File: config.mk
export PLATFORM = sky130hd
export DESIGN_NAME = e_sync_responder
export DESIGN_NICKNAME = d
export VERILOG_FILES = /design/src/rtl/e_resp_pkg.sv /design/src/rtl/e_resp_fifo.sv /design/src/rtl/e_sync_responder.sv
export SDC_FILE = /design/constraint.sdc
export NUM_CORES = 1
export LEC_CHECK = 0
export ABC_CLOCK_PERIOD_IN_PS = 3900
export BUFFER_PORTS_ARGS = -buffer_cell sky130_fd_sc_hd__buf_4
export CORE_MARGIN = 8
export CORE_UTILIZATION = 55
export CTS_CLUSTER_DIAMETER = 60
export DETAILED_ROUTE_END_ITERATION = 7
export GPL_TIMING_DRIVEN = 0
export PLACE_DENSITY = 0.85
export SYNTH_ARGS = -nofsm -noshare
export SYNTH_HDL_FRONTEND = slang
export SYNTH_SLANG_ARGS = --single-unit
File: constraint.sdc
create_clock -name e_clock -period 3.9 [get_ports e_clock]
set_input_delay 0.195 -clock e_clock [delete_from_list [all_inputs] [get_ports e_clock]]
set_output_delay 0.195 -clock e_clock [all_outputs]
set_load 0.01 [all_outputs]
File: src/rtl/e_resp_pkg.sv
// Shared definitions for the E-clock synchronous responder: register map,
// STATUS bit layout, access state encoding and the STATUS word packer.
package e_resp_pkg;

    localparam logic [1:0] REG_DATA     = 2'd0;
    localparam logic [1:0] REG_STATUS   = 2'd1;
    localparam logic [1:0] REG_TIMER_HI = 2'd2;
    localparam logic [1:0] REG_TIMER_LO = 2'd3;

    localparam int ST_COUNT_HI = 15;
    localparam int ST_COUNT_LO = 13;
    localparam int ST_FULL     = 12;
    localparam int ST_EMPTY    = 11;
    localparam int ST_OVF      = 10;
    localparam int ST_UNF      = 9;

    typedef enum logic {
        ST_IDLE   = 1'b0,
        ST_ACCESS = 1'b1
    } acc_state_e;

    function automatic logic [15:0] status_word(
        input logic [2:0] cnt,
        input logic       full,
        input logic       empty,
        input logic       ovf,
        input logic       unf
    );
        logic [15:0] w;
        w = '0;
        w[ST_COUNT_HI:ST_COUNT_LO] = cnt;
        w[ST_FULL]  = full;
        w[ST_EMPTY] = empty;
        w[ST_OVF]   = ovf;
        w[ST_UNF]   = unf;
        return w;
    endfunction

endpackage

File: src/rtl/e_resp_fifo.sv
// Mailbox byte FIFO. The parent arbitrates pop and never pushes into a full
// FIFO unless it pops on the same edge.
module e_resp_fifo
    import e_resp_pkg::*;
#(
    parameter int FIFO_DEPTH = 4,
    localparam int PW = $clog2(FIFO_DEPTH),
    localparam int CW = PW + 1
) (
    input  logic          clk,
    input  logic          rst,
    input  logic          push,
    input  logic [7:0]    push_data,
    input  logic          pop,
    output logic [7:0]    head,
    output logic [CW-1:0] count,
    output logic          full,
    output logic          empty
);

    logic [7:0]    mem_q [FIFO_DEPTH];
    logic [7:0]    mem_d [FIFO_DEPTH];
    logic [PW-1:0] wr_ptr_q, wr_ptr_d;
    logic [PW-1:0] rd_ptr_q, rd_ptr_d;
    logic [CW-1:0] count_q, count_d;

    always_comb begin
        mem_d    = mem_q;
        wr_ptr_d = wr_ptr_q;
        rd_ptr_d = rd_ptr_q;
        count_d  = count_q;
        if (push) begin
            mem_d[wr_ptr_q] = push_data;
            wr_ptr_d        = wr_ptr_q + 1'b1;
        end
        if (pop) begin
            rd_ptr_d = rd_ptr_q + 1'b1;
        end
        // Simultaneous push and pop leaves the occupancy unchanged.
        case ({push, pop})
            2'b10:   count_d = count_q + 1'b1;
            2'b01:   count_d = count_q - 1'b1;
            default: count_d = count_q;
        endcase
    end

    always_ff @(posedge clk) begin
        mem_q <= mem_d;
    end

    always_ff @(posedge clk or posedge rst) begin
        if (rst) begin
            wr_ptr_q <= '0;
            rd_ptr_q <= '0;
            count_q  <= '0;
        end else begin
            wr_ptr_q <= wr_ptr_d;
            rd_ptr_q <= rd_ptr_d;
            count_q  <= count_d;
        end
    end

    assign count = count_q;
    assign full  = (count_q == CW'(FIFO_DEPTH));
    assign empty = (count_q == '0);
    assign head  = empty ? 8'h00 : mem_q[rd_ptr_q];

endmodule

File: src/rtl/e_sync_responder.sv
// 68K VPA/VMA responder: mailbox FIFO, status and E-tick timer registers.
// Define E_TIMER_SNAPSHOT_EN to build the timer/snapshot registers.
module e_sync_responder
    import e_resp_pkg::*;
#(
    parameter logic [11:0] BASE_HI    = 12'hEC0,
    parameter int          FIFO_DEPTH = 4
) (
    input  logic        e_clock,
    input  logic        rst_pistorm_mode,
    input  logic        m68k_as_n,
    input  logic        m68k_vma_n,
    input  logic        m68k_rw,
    input  logic        m68k_uds_n,
    input  logic        m68k_lds_n,
    input  logic [23:1] m68k_a,
    input  logic [15:0] m68k_d_in,
    output logic [15:0] d_out,
    output logic        d_oe,
    output logic        vpa_n,
    input  logic        pop,
    output logic        pop_ack,
    output logic [7:0]  fifo_q,
    output logic        fifo_empty
);

    localparam int CW = $clog2(FIFO_DEPTH) + 1;

    acc_state_e    state_q, state_d;
    logic          rw_q, rw_d;
    logic [15:0]   rd_latch_q, rd_latch_d;
    logic          ovf_q, ovf_d;
    logic          unf_q, unf_d;
    logic          pop_ack_q, pop_ack_d;

    logic          hit, sel, rd_sel, wr_sel;
    logic [1:0]    idx;
    logic          data_rd, host_pop, cons_pop, pop_any;
    logic          push_req, push_ok, stat_wr;
    logic [15:0]   rd_mux;
    logic [15:0]   timer_hi_rd, timer_lo_rd;
    logic [7:0]    head;
    logic [CW-1:0] fifo_count;
    logic          fifo_full, fifo_empty_w;
    logic          unused_bits;

    assign unused_bits = ^{m68k_a[11:3], m68k_d_in[7:0]};

    // Decode is purely combinational so VPA answers even while held in reset.
    assign hit   = !m68k_as_n && (m68k_a[23:12] == BASE_HI);
    assign vpa_n = !hit;
    assign sel   = hit && !m68k_vma_n && (!m68k_uds_n || !m68k_lds_n);
    assign idx   = m68k_a[2:1];

    e_resp_fifo #(
        .FIFO_DEPTH(FIFO_DEPTH)
    ) u_fifo (
        .clk       (e_clock),
        .rst       (rst_pistorm_mode),
        .push      (push_ok),
        .push_data (m68k_d_in[15:8]),
        .pop       (pop_any),
        .head      (head),
        .count     (fifo_count),
        .full      (fifo_full),
        .empty     (fifo_empty_w)
    );

`ifdef E_TIMER_SNAPSHOT_EN
    logic [31:0] timer_q, timer_d;
    logic [15:0] snap_q, snap_d;

    always_comb begin
        timer_d = timer_q + 32'd1;
        if (wr_sel && idx == REG_TIMER_HI) begin
            timer_d = '0;
        end
        snap_d = snap_q;
        // Snapshot the low half of the pre-increment value seen by the HI read.
        if (rd_sel && idx == REG_TIMER_HI) begin
            snap_d = timer_q[15:0];
        end
    end

    always_ff @(posedge e_clock or posedge rst_pistorm_mode) begin
        if (rst_pistorm_mode) begin
            timer_q <= '0;
            snap_q  <= '0;
        end else begin
            timer_q <= timer_d;
            snap_q  <= snap_d;
        end
    end

    assign timer_hi_rd = timer_q[31:16];
    assign timer_lo_rd = snap_q;
`else
    assign timer_hi_rd = 16'h0000;
    assign timer_lo_rd = 16'h0000;
`endif

    always_comb begin
        rd_sel   = sel && m68k_rw;
        wr_sel   = sel && !m68k_rw;
        data_rd  = rd_sel && (idx == REG_DATA);
        host_pop = data_rd && !fifo_empty_w;
        cons_pop = pop && !fifo_empty_w && !host_pop;
        pop_any  = host_pop || cons_pop;
        push_req = wr_sel && (idx == REG_DATA) && !m68k_uds_n;
        // A same-edge pop frees a slot, so a push into a full FIFO still lands.
        push_ok  = push_req && (!fifo_full || pop_any);
        stat_wr  = wr_sel && (idx == REG_STATUS) && !m68k_uds_n;

        case (idx)
            REG_DATA:     rd_mux = fifo_empty_w ? 16'h0000 : {head, 8'h00};
            REG_STATUS:   rd_mux = status_word(3'(fifo_count), fifo_full,
                                               fifo_empty_w, ovf_q, unf_q);
            REG_TIMER_HI: rd_mux = timer_hi_rd;
            default:      rd_mux = timer_lo_rd;
        endcase

        ovf_d = ovf_q;
        if (stat_wr && m68k_d_in[ST_OVF]) ovf_d = 1'b0;
        if (push_req && fifo_full && !pop_any) ovf_d = 1'b1;

        unf_d = unf_q;
        if (stat_wr && m68k_d_in[ST_UNF]) unf_d = 1'b0;
        if (data_rd && fifo_empty_w) unf_d = 1'b1;

        state_d    = sel ? ST_ACCESS : ST_IDLE;
        rw_d       = sel ? m68k_rw : rw_q;
        rd_latch_d = rd_sel ? rd_mux : rd_latch_q;
        pop_ack_d  = cons_pop;
    end

    always_ff @(posedge e_clock or posedge rst_pistorm_mode) begin
        if (rst_pistorm_mode) begin
            state_q    <= ST_IDLE;
            rw_q       <= 1'b0;
            rd_latch_q <= '0;
            ovf_q      <= 1'b0;
            unf_q      <= 1'b0;
            pop_ack_q  <= 1'b0;
        end else begin
            state_q    <= state_d;
            rw_q       <= rw_d;
            rd_latch_q <= rd_latch_d;
            ovf_q      <= ovf_d;
            unf_q      <= unf_d;
            pop_ack_q  <= pop_ack_d;
        end
    end

    // Read data is driven only during the E-high half of the access.
    assign d_oe       = (state_q == ST_ACCESS) && rw_q && e_clock && !m68k_as_n;
    assign d_out      = rd_latch_q;
    assign pop_ack    = pop_ack_q;
    assign fifo_q     = head;
    assign fifo_empty = fifo_empty_w;

endmodule

* Word level (Yosys, flattened, before mapping)
Index checks and enable logic that the tools add are counted. W data, S select, Z words.
Operators by class: $lt $le $gt $ge 3, shift-type cells 0, multiply operators 0, div/mod/pow operators 0, bitwise gates (word level) 2, muxes and demuxes 15, add/subtract/negate cells 4, reduce and logical (&&, ||, !) cells 41, eq/ne operators 5
Operator list (count):
- $bwmux W32 | 1
- $mux W8 | 4
- $pmux W16 S2 | 1
- $logic_and A1 B1 Y1 | 23
- $bmux W8 S2 | 1
- $demux W8 S2 | 1
- $mux W16 | 1
- $eq A12 B12 Y1 const B | 1
- $logic_not A1 Y1 | 10
- $ge A3 B3 Y1 const B | 2
- $not A2 Y3 | 2
- $pmux W3 S2 | 1
- $reduce_bool A2 Y1 | 3
- $mux W1 | 5
- $add A2 B1 Y2 const B | 2
- $eq A2 B1 Y1 const B | 2
- $add A3 B1 Y3 const B | 1
- $eq A3 B3 Y1 const B | 1
- $logic_not A3 Y1 | 1
- $logic_or A1 B1 Y1 | 3
- $lt A3 B1 Y1 const B | 1
- $sub A3 B1 Y3 const B | 1
- $eq A2 B2 Y1 const B | 1
- $logic_not A2 Y1 | 1
Storage, ports and cells: output and inout port bits 28, flip-flop bits (word level) 60, logic and storage cells 83, latch bits 0, input port bits 47, memories kept 0, bits in writable memories 0, bits in read-only memories 0

* Logic depth before layout (Yosys ltp)
word-level depth 14, depth in mapped cells 10, mapped depth without buffers 10

* Modules after synthesis
A second synthesis with hierarchy kept.
Unflattened totals: cells, all modules 172, area, all modules 2387.3 µm²
Modules (own cells, without submodules):
- e_resp_fifo | seq. area each 1136.1 µm², times used 1, area each 1611.5 µm², cells an instance 87
- e_sync_responder | seq. area each 325.3 µm², times used 1, area each 775.7 µm², cells an instance 85

==> flow_metrics.env <==
export IMPL_wl_per_cell_um=16.9
export IMPL_path_common_cell="clkbuf_8"
export IMPL_crit_required_ps=3700
export IMPL_clk_insertion_delay_late_ps=420
export IMPL_synth_top_cell_area_share=0.390
export IMPL_rows=24
export IMPL_setup_viol_count_final=0
export IMPL_final_antenna_net_count=0
export IMPL_yosysTopAreaCell="edfxtp_1"
export IMPL_status="finished clean"
export IMPL_setup_ws_ps=1220
export IMPL_ios=75
export IMPL_drv_slew=0
export IMPL_slew_headroom=0.487
export IMPL_fin_skew_ps=5.23
export IMPL_start_kind="clock port"
export IMPL_fp_dieW_um=82.9
export IMPL_total_leakage_power_nw=1.36
export IMPL_grt_overflow_total=0
export IMPL_initial_utilization=0.570
export IMPL_worstPathCellList="clkbuf_8, clkbuf_8, and4b_1, buf_4"
export IMPL_crit_type="clock port to output pin"
export IMPL_grt_usage=0.155
export IMPL_port_buffers=49
export IMPL_drc_errors=0
export IMPL_avgViaCountPerCell=5.39
export IMPL_synthesis_area_um2=2460
export IMPL_yosysMostFrequentCell="edfxtp_1"
export IMPL_post_cts_buffers=0
export IMPL_synth_seq_cells=52
export IMPL_grt_max_degree=21
export IMPL_grt_pass1_vias=1703
export IMPL_clkTransAtPathRegs_ps=90
export IMPL_irDropWorstVdd_mv=0.293
export IMPL_layout_drive_gt1_share=0.360
export IMPL_grt_antenna_before_repair=0
export IMPL_end_kind="output pin"
export IMPL_final_net_count=302
export IMPL_yosys_warnings=0
export IMPL_power_density_nw_per_um2=507
export IMPL_maxCapViolCount=0
export IMPL_cp_num_buf_inv=3
export IMPL_critPathTopFamily="buffers and inverters"
export IMPL_die_h_um=82.9
export IMPL_syn_to_final_growth_pct=28.0
export IMPL_core_area_um2=4320
export IMPL_max_stage_delay_ps=170
export IMPL_syn_mean_instance_area_um2=14.2
export IMPL_cts_tree="done"
export IMPL_vias=1627
export IMPL_cts_repair_resized=0
export IMPL_synth_cell_type_count=49
export IMPL_netlist_instances=173
export IMPL_synth_edff_count=32
export IMPL_hold_path_class="input pin to flip-flop"
export IMPL_drt_iter0_drc=131
export IMPL_fin_setup_tns_ps=0
export IMPL_wl_mm=5.12
export IMPL_ys_top_cells_by_count="edfxtp_1 (32), dfrtp_1 (20), a22o_1 (11), and2_1 (11)"
export IMPL_seq_area_frac_synth=0.593
export IMPL_rsz0062_at_grt="false"
export IMPL_yosys_most_used_dff="edfxtp_1"
export IMPL_dieArea_um2=6880
export IMPL_async_flop_share=0.385
export IMPL_post_dp_hpwl_mm=3.76
export IMPL_crit_path_max_fanout=2
export IMPL_hold_viol=0
export IMPL_dp_worst_setup_slack_ps=1270
export IMPL_grt_pass1_wl_mm=8.40
export IMPL_dr_pass1_iters=4
export IMPL_synth_area_leaders="edfxtp_1 (39%), dfrtp_1 (20%), mux4_2 (7.3%)"
export IMPL_place_gp_congestion=0.828
export IMPL_worst_ep_arrival_time_ps=2480
export IMPL_antenna_cells=0
export IMPL_worst_slew_pin_slew_ps=769
export IMPL_cpMaxStageDelayCell="and4b_1"
[metrics by stage]
stage	hold slack (ps)	instances	util	instance area (um2)	power [mW]
6_report	64.4	302	0.729	3150	1.60
3_3_place_gp	369	281	0.676	2920	1.20
5_1_grt	54.4	302	0.729	3150	1.68
2_1_floorplan	159	180	-	2490	1.01
3_5_place_dp	387	281	0.676	2920	1.21
4_1_cts	59.2	302	0.729	3150	1.61
[per-layer routing]
layer	up-vias	share of wire	track usage
li1	780	-	-
met1	760	0.45	0.188
met2	78	0.45	0.227
met3	9	0.085	0.0723
met4	0	0.018	0.0783
met5	-	0	0
[cells in the final DEF (no fill, tap or decap), types with 2 or more instances in the layout]
master,instances
nand2_1,7
mux4_2,8
and4b_1,2
and2_1,11
dfrtp_1,20
buf_2,2
a21oi_1,2
inv_1,9
ha_1,5
xnor2_1,2
a22o_1,11
dlygate4sd3_1,10
buf_4,58
nor2b_1,2
conb_1,8
nand3_1,2
inv_6,2
edfxtp_1,32
nor3_1,3
clkbuf_1,3
nor2_1,4
or3_1,2
xor2_1,3
mux2i_1,2
o21ai_0,6
clkbuf_8,8
[sequential cells by signal (all words and copies together) (netlist names)]
signal / count
d_out: 8
ovf_q: 1
pop_ack: 1
rw_q: 1
state_q: 1
u_fifo.count: 3
u_fifo.mem_q: 32
u_fifo.rd_ptr_q: 2
u_fifo.wr_ptr_q: 2
unf_q: 1
[worst paths after layout]
path | from | to | slack, ps | cells after the start
max | e_clock | d_oe | 1220 | 4
min | pop | pop_ack$_DFF_PP0_ | 60 | 2
max reg2reg | u_fifo.count[0]$_DFFE_PP0P_ | u_fifo.count[2]$_DFFE_PP0P_ | 1560 | 9
min reg2reg | d_out[15]$_DFFE_PP0N_ | d_out[15]$_DFFE_PP0N_ | 510 | 1
max in group asynchronous | rst_pistorm_mode | u_fifo.count[1]$_DFFE_PP0P_ | 2940 | 3
min in group asynchronous | rst_pistorm_mode | d_out[12]$_DFFE_PP0N_ | 480 | 3
[report_power, final]
group / internal [mW] / switching (mW)
Combinational: 0.297 / 0.271
Sequential: 0.615 / 0.0234
Clock: 0.197 / 0.195
Total: 1.11 / 0.489
[cell families (layout without fill, tap and decap cells)]
family          count (synthesis)  count (layout)  share of synthesized area
fa+ha+maj                       6               6                     0.0335
other cells                     1               8                    0.00152
compound gates                 25              25                     0.0772
flops                          52              52                      0.593
mux                            12              12                     0.0919
buf+inv                        25              95                     0.0564
xor+xnor                        5               5                     0.0178
simple gates                   47              47                      0.128
[area by class of cell]
cell class	count	area [um2]
Timing Repair Buffer	58	460
Clock buffer	10	121
Multi-Input combinational cell	103	890
Tap cell	52	65.1
Sequential cell	52	1460
Buffer	15	101
Clock inverter	2	17.5
Inverter	10	37.5
Fill cell	304	1170
[worst register-to-register path, stage by stage, from the launching register on]
cell and delay (ps):
dfrtp_1 440, nor4b_1 590, nor4_4 140, inv_1 80, ha_1 170, inv_1 60
fa_1 380, xor2_1 150, nor2_1 110, xor2_1 140
[repair_timing]
| item | CTS | global route |
|---|---|---|
| endpoints found under the setup margin | 0 | 0 |
| endpoints found under the hold margin | 53 | 0 |
| hold buffers | 10 | 0 |
(Power assumes the default switching activity.)
